<file path="config.mk">
export PLATFORM = sky130hd
export DESIGN_NAME = mem_arbiter
export DESIGN_NICKNAME = d
export VERILOG_FILES = /design/src/rtl/mem_arb_pkg.sv /design/src/rtl/mem_arbiter.sv
export SDC_FILE = /design/constraint.sdc
export NUM_CORES = 1
export LEC_CHECK = 0
export BUFFER_PORTS_ARGS = -buffer_cell sky130_fd_sc_hd__buf_2
export CORE_UTILIZATION = 35
export DETAILED_ROUTE_END_ITERATION = 8
export MAX_ROUTING_LAYER = met4
export PLACE_DENSITY = 0.71
export SLEW_MARGIN = 20
export SYNTH_ARGS = -nofsm -noshare
export SYNTH_HDL_FRONTEND = slang
export SYNTH_SLANG_ARGS = --single-unit
</file>
<file path="constraint.sdc">
create_clock -name clk -period 3.8 [get_ports clk]
set_input_delay 0.57 -clock clk [delete_from_list [all_inputs] [get_ports clk]]
set_output_delay 0.57 -clock clk [all_outputs]
set_load 0.01 [all_outputs]
</file>
<file path="src/rtl/mem_arb_pkg.sv">
// Shared types for the IF/DM memory arbiter.
//   arb_state_t   : arbiter sequencing state (idle or owning the memory for one port)
//   owner_t       : which pipeline port the in-flight transaction belongs to
//   TIMEOUT_RDATA : read data returned to the requester when a transaction is aborted
package mem_arb_pkg;

  typedef enum logic [1:0] {
    IDLE    = 2'd0,
    IF_BUSY = 2'd1,
    DM_BUSY = 2'd2
  } arb_state_t;

  typedef enum logic {
    OWN_IF = 1'b0,
    OWN_DM = 1'b1
  } owner_t;

  localparam int unsigned TIMEOUT_RDATA = 0;

endpackage

</file>
<file path="src/rtl/mem_arbiter.sv">
// Arbitrates one single-ported unified memory between the instruction-fetch
// port (IF) and the data-memory port (DM). One transaction is in flight at a
// time over a req/ack memory interface with variable latency. DM has priority,
// but after MAX_DM_STREAK consecutive DM grants with IF waiting, IF is forced.
// A watchdog aborts any transaction that sees no mem_ack for TIMEOUT_CYC cycles.
//
// Ports:
//   clk, reset          clock; asynchronous active-low reset
//   if_req/if_addr      fetch request and address (held until if_ready)
//   if_rdata/if_ready   fetched instruction and one-cycle completion pulse
//   if_stall            if_req & ~if_ready, ORed into the hazard unit
//   dm_req/dm_we/dm_addr/dm_wdata  data request (held until dm_ready)
//   dm_rdata/dm_ready   load data and one-cycle completion pulse
//   dm_stall            dm_req & ~dm_ready
//   mem_req/mem_we/mem_addr/mem_wdata  registered memory request side
//   mem_rdata/mem_ack   memory response, data valid with the single-cycle ack
//   err                 sticky watchdog-timeout flag
module mem_arbiter
  import mem_arb_pkg::*;
#(
  parameter int unsigned DATA_W        = 32,
  parameter int unsigned MAX_DM_STREAK = 4,
  parameter int unsigned TIMEOUT_CYC   = 64
) (
  input  logic              clk,
  input  logic              reset,
  input  logic              if_req,
  input  logic [DATA_W-1:0] if_addr,
  output logic [DATA_W-1:0] if_rdata,
  output logic              if_ready,
  output logic              if_stall,
  input  logic              dm_req,
  input  logic              dm_we,
  input  logic [DATA_W-1:0] dm_addr,
  input  logic [DATA_W-1:0] dm_wdata,
  output logic [DATA_W-1:0] dm_rdata,
  output logic              dm_ready,
  output logic              dm_stall,
  output logic              mem_req,
  output logic              mem_we,
  output logic [DATA_W-1:0] mem_addr,
  output logic [DATA_W-1:0] mem_wdata,
  input  logic [DATA_W-1:0] mem_rdata,
  input  logic              mem_ack,
  output logic              err
);

  localparam int unsigned STREAK_W = $clog2(MAX_DM_STREAK + 1);
  localparam int unsigned WDOG_W   = (TIMEOUT_CYC > 1) ? $clog2(TIMEOUT_CYC) : 1;
  localparam logic [STREAK_W-1:0] STREAK_MAX = STREAK_W'(MAX_DM_STREAK);
  localparam logic [WDOG_W-1:0]   WDOG_LAST  = WDOG_W'(TIMEOUT_CYC - 1);

  arb_state_t          state;
  logic [STREAK_W-1:0] streak;
  logic [WDOG_W-1:0]   wdog;

  logic              busy;
  owner_t            owner;
  logic              wdogExpired;
  logic              done;
  logic              grantDm;
  logic              grantIf;
  logic [DATA_W-1:0] rspData;

  // NOTE: every signal gets a default at the top of always_comb, so no path
  // through the block leaves a value unassigned and no latch is inferred.
  always_comb begin
    busy        = 1'b0;
    owner       = OWN_IF;
    wdogExpired = 1'b0;
    done        = 1'b0;
    grantDm     = 1'b0;
    grantIf     = 1'b0;
    rspData     = DATA_W'(TIMEOUT_RDATA);

    busy  = (state == IF_BUSY) || (state == DM_BUSY);
    owner = (state == DM_BUSY) ? OWN_DM : OWN_IF;

    // Ack and timeout in the same cycle: the ack wins, so expiry needs ~mem_ack.
    wdogExpired = busy && !mem_ack && (wdog == WDOG_LAST);
    done        = busy && (mem_ack || wdogExpired);

    // DM wins unless IF has already been passed over MAX_DM_STREAK times.
    grantDm = (state == IDLE) && dm_req && (!if_req || (streak < STREAK_MAX));
    grantIf = (state == IDLE) && if_req && !grantDm;

    if (busy && mem_ack) begin
      rspData = mem_rdata;
    end
  end

  // Ready and read data are combinational so the pipeline advances on the
  // same edge that retires the memory transaction.
  assign if_ready = done && (owner == OWN_IF);
  assign dm_ready = done && (owner == OWN_DM);
  assign if_rdata = if_ready ? rspData : '0;
  assign dm_rdata = dm_ready ? rspData : '0;
  assign if_stall = if_req && !if_ready;
  assign dm_stall = dm_req && !dm_ready;

  // NOTE: the reset is asynchronous, so mem_req drops the moment reset falls,
  // even mid-transaction; the memory side tolerates the abandoned request.
  always_ff @(posedge clk or negedge reset) begin
    if (!reset) begin
      state     <= IDLE;
      streak    <= '0;
      wdog      <= '0;
      err       <= 1'b0;
      mem_req   <= 1'b0;
      mem_we    <= 1'b0;
      mem_addr  <= '0;
      mem_wdata <= '0;
    end else begin
      // NOTE: all state here uses non-blocking assignments so every register
      // samples the pre-edge values regardless of statement order.
      case (state)
        IDLE: begin
          wdog <= '0;
          if (grantDm) begin
            state     <= DM_BUSY;
            mem_req   <= 1'b1;
            mem_we    <= dm_we;
            mem_addr  <= dm_addr;
            mem_wdata <= dm_wdata;
            if (!if_req) begin
              streak <= '0;
            end else if (streak != STREAK_MAX) begin
              streak <= streak + 1'b1;
            end
          end else if (grantIf) begin
            state     <= IF_BUSY;
            mem_req   <= 1'b1;
            mem_we    <= 1'b0;
            mem_addr  <= if_addr;
            mem_wdata <= '0;
            streak    <= '0;
          end
        end

        IF_BUSY, DM_BUSY: begin
          if (done) begin
            state   <= IDLE;
            mem_req <= 1'b0;
            wdog    <= '0;
            if (wdogExpired) begin
              err <= 1'b1;
            end
          end else begin
            wdog <= wdog + 1'b1;
          end
        end

        default: begin
          state   <= IDLE;
          mem_req <= 1'b0;
          wdog    <= '0;
        end
      endcase
    end
  end

endmodule

</file>
Word-level counts from Yosys, hierarchy flattened

Cells that the tools add are included.

Add/subtract/negate cells: 2
$mul: 0
Divide/modulo/power cells: 0
Order comparisons: 1
Equality and inequality tests: 7
Shift-type cells: 0
Multiplexer cells: 24
Bitwise operators: 1
Reductions and logical operators: 27

Operators by type and width:

| cell                                                  | number |
|---|---|
| two-way mux 32 bit                                    | 7 |
| logical AND 1 bit                                     | 12 |
| two-way mux 3 bit                                     | 4 |
| two-way mux 6 bit                                     | 2 |
| adder 6 x 1 -> 6 bit, second input constant           | 1 |
| equality test 6 bit, second input constant            | 1 |
| two-way mux 1 bit                                     | 6 |
| two-way mux 2 bit                                     | 3 |
| inequality test 3 bit, second input constant          | 2 |
| AND reduction 3 bit                                   | 2 |
| logical NOT 1 bit                                     | 5 |
| case mux 2 bit (2 select lines)                       | 1 |
| AND reduction 2 bit                                   | 2 |
| adder 3 x 1 -> 3 bit, second input constant           | 1 |
| logical OR 1 bit                                      | 3 |
| < comparator 3 bit, second input constant             | 1 |
| inequality test 3 x 2 -> 1 bit, second input constant | 1 |
| equality test 2 x 1 -> 1 bit, second input constant   | 1 |
| equality test 2 bit, second input constant            | 1 |
| logical NOT 2 bit                                     | 1 |
| inequality test 2 bit, second input constant          | 1 |
| case mux 1 bit (2 select lines)                       | 1 |
| nonzero test 2 bit                                    | 1 |
| OR reduction 2 bit                                    | 1 |
| inverter 1 bit                                        | 1 |

Flip-flop bits (word level): 78
Latch bits: 0
Memory bits (writable): 0
Bits in read-only memories: 0
Input bits: 134
Output and inout bits: 135
Logic and storage cells: 70
Memories: 0

Depth between registers and ports, before layout

Depth in word-level cells: 9
Depth in mapped cells: 7
Depth with buffers taken out: 6

Worst setup path before layout

Ideal clock, no wire load.

Path kind: register to output
Start: reg wdog[0]
End: out if_stall
Arrival: 1.334 ns
Required time: 3.230 ns
Path slack: 1.896 ns
Stages on the path, launching flop included: 5
Path through: dfrtp_1 ha_1 a31oi_1 nor3b_1 nor2b_1

Word-level cells in the longest chain between the ends: 7

Ends and longest elaborated chain:

| what                     | line               | RTL |
|---|---|---|
| start: declaration       | mem_arbiter.sv:55  | `logic [WDOG_W-1:0] wdog;` |
| start signal: assignment | mem_arbiter.sv:149 | `wdog <= wdog + 1'b1;` |
| equality test 6 bit      | mem_arbiter.sv:80  | `wdogExpired = busy && !mem_ack && (wdog == WDOG_LAST);` |
| logical AND 1 bit        | mem_arbiter.sv:80  |  |
| logical OR 1 bit         | mem_arbiter.sv:81  | `done = busy && (mem_ack \|\| wdogExpired);` |
| logical AND 1 bit        | mem_arbiter.sv:81  |  |
| logical AND 1 bit        | mem_arbiter.sv:94  | `assign if_ready = done && (owner == OWN_IF);` |
| named net if_ready       | mem_arbiter.sv:30  | `output logic if_ready,` |
| logical NOT 1 bit        | mem_arbiter.sv:98  | `assign if_stall = if_req && !if_ready;` |
| logical AND 1 bit        | mem_arbiter.sv:98  |  |
| end: declaration         | mem_arbiter.sv:31  | `output logic if_stall,` |

The timed path passes the listed nets, and every way through them passes these cells.

Worst setup path after layout

Start: reg state[1]
End: out if_rdata[30]

Word-level cells in the longest chain between the ends: 8
Elaborated cells between the ends (all ways): 13
Classes of those cells: eq/ne: 2; mux: 3; bitwise: 1; reduce/logical: 7

Ends and longest elaborated chain:

| what                                                                       | line                                 | RTL |
|---|---|---|
| start: declaration                                                         | mem_arbiter.sv:53                    | `arb_state_t state;` |
| start signal: assignment                                                   | mem_arbiter.sv:105                   | `state <= IDLE;` |
| start signal: assignment                                                   | mem_arbiter.sv:120                   | `state <= DM_BUSY;` |
| start signal: assignment                                                   | mem_arbiter.sv:131                   | `state <= IF_BUSY;` |
| equality test 2 x 1 -> 1 bit / equality test 2 bit (equally long branches) | mem_arbiter.sv:76, mem_arbiter.sv:77 |  |
| logical OR 1 bit                                                           | mem_arbiter.sv:76                    | `busy = (state == IF_BUSY) \|\| (state == DM_BUSY);` |
| logical AND 1 bit (2 in a row)                                             | mem_arbiter.sv:80                    |  |
| logical OR 1 bit                                                           | mem_arbiter.sv:81                    |  |
| logical AND 1 bit                                                          | mem_arbiter.sv:81                    |  |
| logical AND 1 bit                                                          | mem_arbiter.sv:94                    |  |
| two-way mux 32 bit (*)                                                     | mem_arbiter.sv:96                    | `assign if_rdata = if_ready ? rspData : '0;` |
| end: declaration                                                           | mem_arbiter.sv:29                    | `output logic [DATA_W-1:0] if_rdata,` |

Every way passes the cells marked *; elsewhere a longest branch is shown, timed or not.

==> run_results.csv <==
group,metric,value,unit
status,outcome,"finished clean",
sta,max_freq,0.367,GHz
sta,hold_slack,0.244,ns
setup_path,path_max_fanout,32,
placement,port_buffers,268,
layout,synthToLayoutAreaGrowth,44.3,%
die,die_y,106,µm
placement,dpl-instance-area,0.00518,mm²
clock_tree,clkLatencyLatePin,0.35,ns
layout,layout_common_cells,"buf_2 (267), dfrtp_1 (78), and2_1 (65)",
clock_tree,tritoncts,"built",
drt,dr.first_iter.drc_count,192,
clock_tree,root_buffer,"clkbuf_8",
synth,ys_seq_area_frac,0.519,
sta,clock_skew,0.00863,ns
synth,ys_types,32,
die,rows,37,
global_route,track_usage,0.194,
synth,synth_seq_cells,78,
layout,nets,744,
synth,syn_nets,485,
drt,vias,3458,
layout,drive_above_1_share,0.481,
setup_path,worst_setup_path_start_kind,"flop",
die,initial_core_util,0.363,
clock_tree,numCtsBuffers,9,
die,io_pins,269,
drt,drt_pass1_iterations,4,
drt,ant_nets,0,
layout,final_area,0.00543,mm²
placement,gp_congestion,0.977,
clock_tree,cts_num_sinks,78,
power,peakVddDrop,0.325,mV
clock_tree,cts_setup_buffers,0,
drt,routed_wirelength,10.5,mm
global_route,grt_pass1_wl,16.5,mm
die,die_area,0.0112,mm²
clock_tree,clk_pin_slew,0.07,ns
drt,wl_per_cell,14.0,µm
synth,yosys_warnings,0,
global_route,grt_overflow,0,
layout,post-route-util,0.523,
setup_path,path_class,"flop to output pin",
clock_tree,cts_hold_buffers,0,
sta,worstMarginPinSlew,0.768,ns
clock_tree,cts-htree-levels,3,
global_route,antenna_found_initial,1,
sta,layout_setup_ws,1.07,ns
global_route,grt_pass1_vias,3333,
sta,setup_violations,0,
sta,tns,0,ns
sta,period_share,0.718,
power,power.leakage,3.01,nW
synth,syn_avg_cell_area,10.9,µm²
synth,syn-cell-area,0.00376,mm²
layout,fillers,966,
placement,dp_slack,1.46,ns
setup_path,cp_data_required_time,3.23,ns
layout,layout_commonest_cell,"buf_2",
setup_path,worstSetupEndpointType,"output pin",
sta,drv_slew,0,
clock_tree,cts-resized-gates,0,
synth,synth_cells,346,
die,die_x,106,µm
sta,post-route-min-period,2.73,ns
global_route,grt_max_degree,79,
job,maxCapViolations,0,
sta,slew_headroom,0.488,
drt,drcViolationCount,0,
power,powerDensity,719,mW/mm²
sta,rsz0062_at_grt,"false",
die,coreArea,0.0104,mm²
placement,dp_hpwl,8.20,mm
clock_tree,clk_path_buf_depth,2,
sta,finalHoldViolations,0,
setup_path,crit_arrival,2.16,ns
drt,viasPerCell,4.64,
worst_hold_path,worstHoldPathType,"primary input to asynchronous set/reset pin",
flip-flops by register name, summed over array words and instances (netlist names):
signal and cells:
state 2, mem_addr 32, mem_req 1, mem_wdata 32, mem_we 1, err 1, wdog 6, streak 3
cell usage after synthesis (all sizes together):
master  number  area (µm²)
nand3        4        20.0
a31oi        2        27.5
nor2b        2        12.5
ha           5        62.6
nor2         6        22.5
nand4b       1        8.76
a22o        35         307
xor2         2        17.5
o21ai       36         180
nor3b        2        15.0
nand2       34         128
and3b        1        8.76
and3         2        17.5
xnor2        1        8.76
a21oi        4        35.0
dfrtp       78        1950
clkbuf       8        30.0
and2        65         407
inv          4        15.0
mux2i       32         320
o21bai       1        7.51
buf         16         115
o32ai        1        8.76
nand2b       2        12.5
mux2         2        22.5
worst paths after layout:
kind / start / endpoint / slack, ns / cells after the start
setup / recovery: state[1] / if_rdata[30] / 1.07 / 5
hold / removal: reset / mem_addr[6] / 0.24 / 1
max in group asynchronous: reset / streak[0] / 3.08 / 1
hold reg to reg: err / err / 0.48 / 1
min in group clk: dm_wdata[0] / mem_wdata[0] / 0.43 / 2
setup reg to reg: state[0] / mem_addr[27] / 1.90 / 7
through the flow:
step | cells | power (mW)
4_1_cts | 745 | 3.96
3_5_place_dp | 730 | 3.20
2_1_floorplan | 346 | 2.52
5_1_grt | 746 | 4.19
3_3_place_gp | 730 | 3.15
6_report | 746 | 3.90
final cells by class:
class                           count  area (µm²)  share of cell area
Sequential cell                    78        1950               0.360
Multi-Input combinational cell    240        1660               0.306
Timing Repair Buffer              272        1390               0.256
Tap cell                          136         170              0.0314
Clock buffer                       11         141              0.0261
Clock inverter                      4        95.1              0.0175
Inverter                            4        15.0             0.00277
Antenna cell                        1        2.50            0.000461
cell families after synthesis:
family,synth area share
muxes,0.0912
and+or+nand+nor,0.173
xor gates and xnor gates,0.00699
DFF,0.519
AOI/OAI and AO/OA,0.150
buffers and inverters,0.0426
adders and majority gates,0.0166
critical path: stages (launching register included):
cell and delay [ns]:
dfrtp_1 0.38, inv_1 0.05, ha_1 0.33, and3b_1 0.68
and2_1 0.24, buf_2 0.13
layer usage:
layer	GRT usage	share of wire	up-vias
met5	-	0	-
met4	0.0873	0.026	0
met3	0.0297	0.056	16
met2	0.338	0.52	144
met1	0.219	0.40	1592
li1	-	-	1706
where the power goes:
group	internal, mW	switching [mW]
sequential	1.20	0.194
combinational	0.793	0.978
clock	0.450	0.288
total	2.44	1.46
No activity file was read; power rests on OpenSTA's default activity.
